===== src/rtl/regfile_ctrl_if.sv =====
// Bundle of the command, register-file and response signals for regfile_ctrl.
// The slave modport is the controller's view; master is the environment's view.
interface regfile_ctrl_if;
    logic        cmd_valid;
    logic        cmd_ready;
    logic [1:0]  cmd_op;
    logic [2:0]  cmd_rd;
    logic [2:0]  cmd_rm;
    logic [7:0]  cmd_imm;
    logic [15:0] rf_data_in;
    logic [2:0]  rf_writenum;
    logic        rf_write;
    logic [2:0]  rf_readnum;
    logic [15:0] rf_data_out;
    logic        rsp_valid;
    logic [15:0] rsp_data;
    logic        rsp_ready;

    modport slave (
        input  cmd_valid, cmd_op, cmd_rd, cmd_rm, cmd_imm, rf_data_out, rsp_ready,
        output cmd_ready, rf_data_in, rf_writenum, rf_write, rf_readnum, rsp_valid, rsp_data
    );

    modport master (
        output cmd_valid, cmd_op, cmd_rd, cmd_rm, cmd_imm, rf_data_out, rsp_ready,
        input  cmd_ready, rf_data_in, rf_writenum, rf_write, rf_readnum, rsp_valid, rsp_data
    );
endinterface


===== src/rtl/regfile_ctrl.sv =====
// Register-file controller: accepts MOVI/MOV/RD/NOP commands one at a time,
// sequences the register-file read and write, and returns RD results through
// a valid/ready response port. Outputs are driven only by registers or by the
// state decode, so nothing on an input reaches an output combinationally.
module regfile_ctrl (
    input  logic          clk,
    input  logic          reset,
    regfile_ctrl_if.slave bus
);

    typedef enum logic [1:0] {
        OP_MOVI = 2'b00,
        OP_MOV  = 2'b01,
        OP_RD   = 2'b10,
        OP_NOP  = 2'b11
    } op_t;

    typedef enum logic [1:0] {
        ST_IDLE  = 2'b00,
        ST_READ  = 2'b01,
        ST_WRITE = 2'b10,
        ST_RESP  = 2'b11
    } state_t;

    state_t      state_r;
    state_t      state_nxt_s;
    op_t         op_r;
    op_t         cmd_op_s;
    logic [15:0] data_r;
    logic [2:0]  readnum_r;
    logic [2:0]  writenum_r;
    logic        accept_s;

    // Two's-complement widening of the 8-bit immediate to the 16-bit datapath.
    function automatic logic [15:0] sext_imm(input logic [7:0] imm);
        return {{8{imm[7]}}, imm};
    endfunction

    assign cmd_op_s = op_t'(bus.cmd_op);
    // A command is taken only while idle; cmd_valid elsewhere is simply ignored.
    assign accept_s = bus.cmd_valid && (state_r == ST_IDLE);

    // State register; reset abandons whatever command is in flight.
    always_ff @(posedge clk or posedge reset) begin
        if (reset) begin
            state_r <= ST_IDLE;
        end else begin
            state_r <= state_nxt_s;
        end
    end

    // Next-state decode for the command sequence.
    always_comb begin
        state_nxt_s = state_r;
        case (state_r)
            ST_IDLE: begin
                if (accept_s) begin
                    case (cmd_op_s)
                        OP_MOVI:       state_nxt_s = ST_WRITE;
                        OP_MOV, OP_RD: state_nxt_s = ST_READ;
                        default:       state_nxt_s = ST_IDLE;
                    endcase
                end else begin
                    state_nxt_s = ST_IDLE;
                end
            end
            ST_READ: begin
                if (op_r == OP_MOV) begin
                    state_nxt_s = ST_WRITE;
                end else begin
                    state_nxt_s = ST_RESP;
                end
            end
            ST_WRITE: begin
                state_nxt_s = ST_IDLE;
            end
            ST_RESP: begin
                if (bus.rsp_ready) begin
                    state_nxt_s = ST_IDLE;
                end else begin
                    state_nxt_s = ST_RESP;
                end
            end
            default: begin
                state_nxt_s = ST_IDLE;
            end
        endcase
    end

    // Command latch and data register; indices hold their value when unused.
    always_ff @(posedge clk or posedge reset) begin
        if (reset) begin
            op_r       <= OP_NOP;
            data_r     <= 16'h0000;
            readnum_r  <= 3'd0;
            writenum_r <= 3'd0;
        end else begin
            if (accept_s) begin
                op_r <= cmd_op_s;
                case (cmd_op_s)
                    OP_MOVI: begin
                        data_r     <= sext_imm(bus.cmd_imm);
                        writenum_r <= bus.cmd_rd;
                    end
                    OP_MOV: begin
                        readnum_r  <= bus.cmd_rm;
                        writenum_r <= bus.cmd_rd;
                    end
                    OP_RD: begin
                        readnum_r <= bus.cmd_rm;
                    end
                    default: begin
                    end
                endcase
            end else if (state_r == ST_READ) begin
                data_r <= bus.rf_data_out;
            end
        end
    end

    assign bus.cmd_ready   = (state_r == ST_IDLE);
    assign bus.rf_write    = (state_r == ST_WRITE);
    assign bus.rsp_valid   = (state_r == ST_RESP);
    assign bus.rf_data_in  = data_r;
    assign bus.rsp_data    = data_r;
    assign bus.rf_writenum = writenum_r;
    assign bus.rf_readnum  = readnum_r;

endmodule


===== src/flat_wrapper.sv =====
// flat-port wrapper written by rule: the top's interface ports become plain ports
module regfile_ctrl_flat 
  (clk, reset, bus_cmd_valid, bus_cmd_op, bus_cmd_rd, bus_cmd_rm, bus_cmd_imm, bus_rf_data_out, bus_rsp_ready, bus_cmd_ready, bus_rf_data_in, bus_rf_writenum, bus_rf_write, bus_rf_readnum, bus_rsp_valid, bus_rsp_data);
  regfile_ctrl_if bus_i ();
  input  logic clk;
  input  logic reset;
  input wire logic [$bits(bus_i.cmd_valid)-1:0] bus_cmd_valid;
  input wire logic [$bits(bus_i.cmd_op)-1:0] bus_cmd_op;
  input wire logic [$bits(bus_i.cmd_rd)-1:0] bus_cmd_rd;
  input wire logic [$bits(bus_i.cmd_rm)-1:0] bus_cmd_rm;
  input wire logic [$bits(bus_i.cmd_imm)-1:0] bus_cmd_imm;
  input wire logic [$bits(bus_i.rf_data_out)-1:0] bus_rf_data_out;
  input wire logic [$bits(bus_i.rsp_ready)-1:0] bus_rsp_ready;
  output wire logic [$bits(bus_i.cmd_ready)-1:0] bus_cmd_ready;
  output wire logic [$bits(bus_i.rf_data_in)-1:0] bus_rf_data_in;
  output wire logic [$bits(bus_i.rf_writenum)-1:0] bus_rf_writenum;
  output wire logic [$bits(bus_i.rf_write)-1:0] bus_rf_write;
  output wire logic [$bits(bus_i.rf_readnum)-1:0] bus_rf_readnum;
  output wire logic [$bits(bus_i.rsp_valid)-1:0] bus_rsp_valid;
  output wire logic [$bits(bus_i.rsp_data)-1:0] bus_rsp_data;
  assign bus_i.cmd_valid = bus_cmd_valid;
  assign bus_i.cmd_op = bus_cmd_op;
  assign bus_i.cmd_rd = bus_cmd_rd;
  assign bus_i.cmd_rm = bus_cmd_rm;
  assign bus_i.cmd_imm = bus_cmd_imm;
  assign bus_i.rf_data_out = bus_rf_data_out;
  assign bus_i.rsp_ready = bus_rsp_ready;
  assign bus_cmd_ready = bus_i.cmd_ready;
  assign bus_rf_data_in = bus_i.rf_data_in;
  assign bus_rf_writenum = bus_i.rf_writenum;
  assign bus_rf_write = bus_i.rf_write;
  assign bus_rf_readnum = bus_i.rf_readnum;
  assign bus_rsp_valid = bus_i.rsp_valid;
  assign bus_rsp_data = bus_i.rsp_data;
  regfile_ctrl u_core (.clk(clk), .reset(reset), .bus(bus_i));
endmodule

===== config.mk =====
export PLATFORM = sky130hd
export DESIGN_NAME = regfile_ctrl_flat
export DESIGN_NICKNAME = d
export VERILOG_FILES = /design/src/rtl/regfile_ctrl_if.sv /design/src/rtl/regfile_ctrl.sv /design/src/flat_wrapper.sv
export SDC_FILE = /design/constraint.sdc
export NUM_CORES = 1
export LEC_CHECK = 0
export ABC_AREA = 0
export BUFFER_PORTS_ARGS = -buffer_cell sky130_fd_sc_hd__buf_4
export CELL_PAD_IN_SITES_DETAIL_PLACEMENT = 0
export CELL_PAD_IN_SITES_GLOBAL_PLACEMENT = 1
export CORE_ASPECT_RATIO = 0.7
export CORE_MARGIN = 2
export CORE_UTILIZATION = 34
export DETAILED_ROUTE_END_ITERATION = 16
export GPL_TIMING_DRIVEN = 1
export MAX_ROUTING_LAYER = met4
export PLACE_DENSITY_LB_ADDON = 0.08
export SKIP_LAST_GASP = 1
export SYNTH_ARGS = -nofsm -noshare
export SYNTH_HDL_FRONTEND = slang
export SYNTH_SLANG_ARGS = --single-unit

===== constraint.sdc =====
create_clock -name clk -period 4 [get_ports clk]
set_clock_uncertainty 0.2 [all_clocks]
set_input_delay 0.4 -clock clk [delete_from_list [all_inputs] [get_ports clk]]
set_output_delay 0.4 -clock clk [all_outputs]
set_load 0.01 [all_outputs]

==> results.cfg <==
[critical_path]
start_kind = flip-flop
critPathBufInv = 0
path_common_cell = mux2_2
worst_ep_arrival_time_ns = 1.97
cp.required_ns = 3.96
critical-path-max-stage-delay_ns = 0.58
cp_cell_sequence = nand2b_1 -> mux2_2 -> mux2_2
crit_fanout = 16
path_delay_family = multiplexers
path_class = reg -> reg
path_depth = 3
cp_slowest_cell = nand2b_1
ff2ff_path_depth = 3
crit_path_end_kind = flip-flop

[layout]
diodes = 0
design_area_um2 = 1840
nets = 207
synthToLayoutAreaGrowth_pct = 39.6
drive_gt1_frac = 0.637
nFillCells = 338

[synthesis]
syn_area_um2 = 1320
syn_area_per_cell_um2 = 12.2
yosysTopAreaCellShare = 0.456
yosysMostFrequentCell = dfrtp_1
synthFlopType = dfrtp_1
synthesis.nets = 146
yosys_warnings = 0
synth_edf_count = 0
synth_top_area_cell = dfrtp_1
syn-instance-count = 108
yosysUniqueCellTypes = 24
async_flop_share = 1.00
ys_seq_area_frac = 0.496
ys_top_cells_by_count = dfrtp_1 (24), mux2_2 (20), buf_4 (16)
ys_ff_latch = 26
synthTopCellsByArea = dfrtp_1 (46%), mux2_2 (17%), buf_4 (9.1%), a2bb2oi_1 (6.0%), dfstp_2 (4.0%)

[clock_network]
cts_tree = yes
ctsResizeCount = 0
htreeDepth = 1
cts_made_buffers = 3
ctsHoldBuffers = 0
cts_buffer_depth = 2
cts_root_buffer = clkbuf_8
postCtsSetupBuffers = 0
clk_pin_slew_ns = 0.08
clk_latency_ns = 0.26
clock-sinks = 26

[floorplan]
std_cell_rows = 18
io_pins = 77
start_util = 0.363
die_area_um2 = 4390
die_x_um = 78.4
core_um2 = 3630
die_h_um = 56.1

[sta]
post-route-min-period_ns = 2.02
max_slew_margin = 0.342
worst_pin_slew_ns = 0.985
setup_tns_ns = 0
hold_viol = 0
timing.final.crit_share = 0.504
setup_viol = 0
maxSlewViolCount = 0
fmax_ghz = 0.496
rsz0062_at_grt = no

[global_route]
grt_pass1_vias = 995
antenna_found_initial = 0
grt_pass1_wl_mm = 4.57
grt_max_degree = 27
grtUsageTotal = 0.135
overflow = 0

[routing]
drt_iter0_markers = 22
drt-pass1-iter-count = 3
avgRoutedWirePerCell_um = 13.3
wirelength_mm = 2.90
vias = 986
antenna_left = 0
post-route-drc-count = 0
vias_per_cell = 4.52

[pwr]
leakagePower_nw = 0.917
power.density_nw_per_um2 = 773
ir_worst_vdd_v = 0.000335

[hold_path]
min_path_cells = 2
hold_class = in -> reg

[job]
maxCapViolCount = 0

[placed_design]
portBuffers = 76
post_dp_cell_area_um2 = 1790
dp.final_hpwl_mm = 2.28
gp_congestion = 0.692

[outcome]
status = finished clean
worst paths after layout:
path	startpoint	to	slack, ns
min in group asynchronous	reset	u_core.bus.rf_data_in[13]$_DFFE_PP0P_	0.17
worst max-delay path	u_core.state_r[0]$_DFF_PP0_	u_core.bus.rf_data_in[1]$_DFFE_PP0P_	1.98
max in group asynchronous	reset	u_core.state_r[1]$_DFF_PP0_	2.83
worst min register to register	u_core.bus.rf_writenum[1]$_DFFE_PP0P_	u_core.bus.rf_writenum[1]$_DFFE_PP0P_	0.31
worst max register to register	u_core.state_r[0]$_DFF_PP0_	u_core.bus.rf_data_in[1]$_DFFE_PP0P_	1.98
worst min-delay path	bus_rsp_ready	u_core.state_r[1]$_DFF_PP0_	0.12
power by group:
group	internal, mW	total, mW	switching (mW)
sequential	0.406	0.517	0.111
clock	0.0711	0.145	0.0740
combinational	0.451	0.759	0.307
routing by layer:
layer  up-vias  part of all wire  global-route usage
li1        470                 -                   -
met1       475              0.40               0.146
met2        39              0.52               0.244
met3         2             0.075              0.0422
met4         0            0.0055              0.0301
met5         -                 0                   -
cells in the final DEF, fill, tap and decap left out:
cell	n
inv_1	5
nand2_1	10
a21oi_1	2
a21o_2	1
ha_1	2
a2bb2oi_1	9
and2b_2	1
dfrtp_1	24
clkbuf_8	3
mux2_4	2
a22oi_1	1
dfstp_2	2
nor2_1	2
nor3b_1	1
o22ai_1	1
nand2b_1	1
clkbuf_1	1
and2_2	1
mux2_2	20
o21a_1	1
nor2_2	1
buf_4	76
nand3b_1	1
through the flow:
| stage | utilization | cells | total power [mW] | setup slack [ns] | hold slack (ns) |
|---|---|---|---|---|---|
| 4_1_cts | 0.507 | 218 | 1.45 | 1.93 | 0.112 |
| 5_1_grt | 0.507 | 218 | 1.52 | 1.85 | 0.115 |
| 2_1_floorplan | - | 108 | 1.01 | 2.20 | 0.239 |
| 3_5_place_dp | 0.494 | 214 | 1.29 | 1.74 | 0.296 |
| 6_report | 0.507 | 218 | 1.42 | 1.98 | 0.122 |
| 3_3_place_gp | 0.494 | 214 | 1.28 | 1.84 | 0.293 |
kinds of logic after synthesis:
logic type / count (synthesis) / share of synthesized area
mux: 22 / 0.194
fa+ha+maj: 2 / 0.0190
buf+inv: 25 / 0.133
simple gates: 18 / 0.0675
flops: 26 / 0.496
compound gates: 15 / 0.0903
sequential cells by signal, summed over array words and instances, names as in the netlist:
signal	flops
u_core.bus.rf_readnum	3
u_core.op_r	2
u_core.bus.rf_writenum	3
u_core.state_r	2
u_core.bus.rf_data_in	16
layout make-up:
class	count	area [um2]	area share
multi-input cells	57	488	0.265
inverters	5	18.8	0.0102
flip-flops and latches	26	653	0.355
repair buffers	76	571	0.310
well taps	50	62.6	0.0340
clock buffers	4	45.0	0.0245
Note: power is estimated with default switching activity, not from simulation.
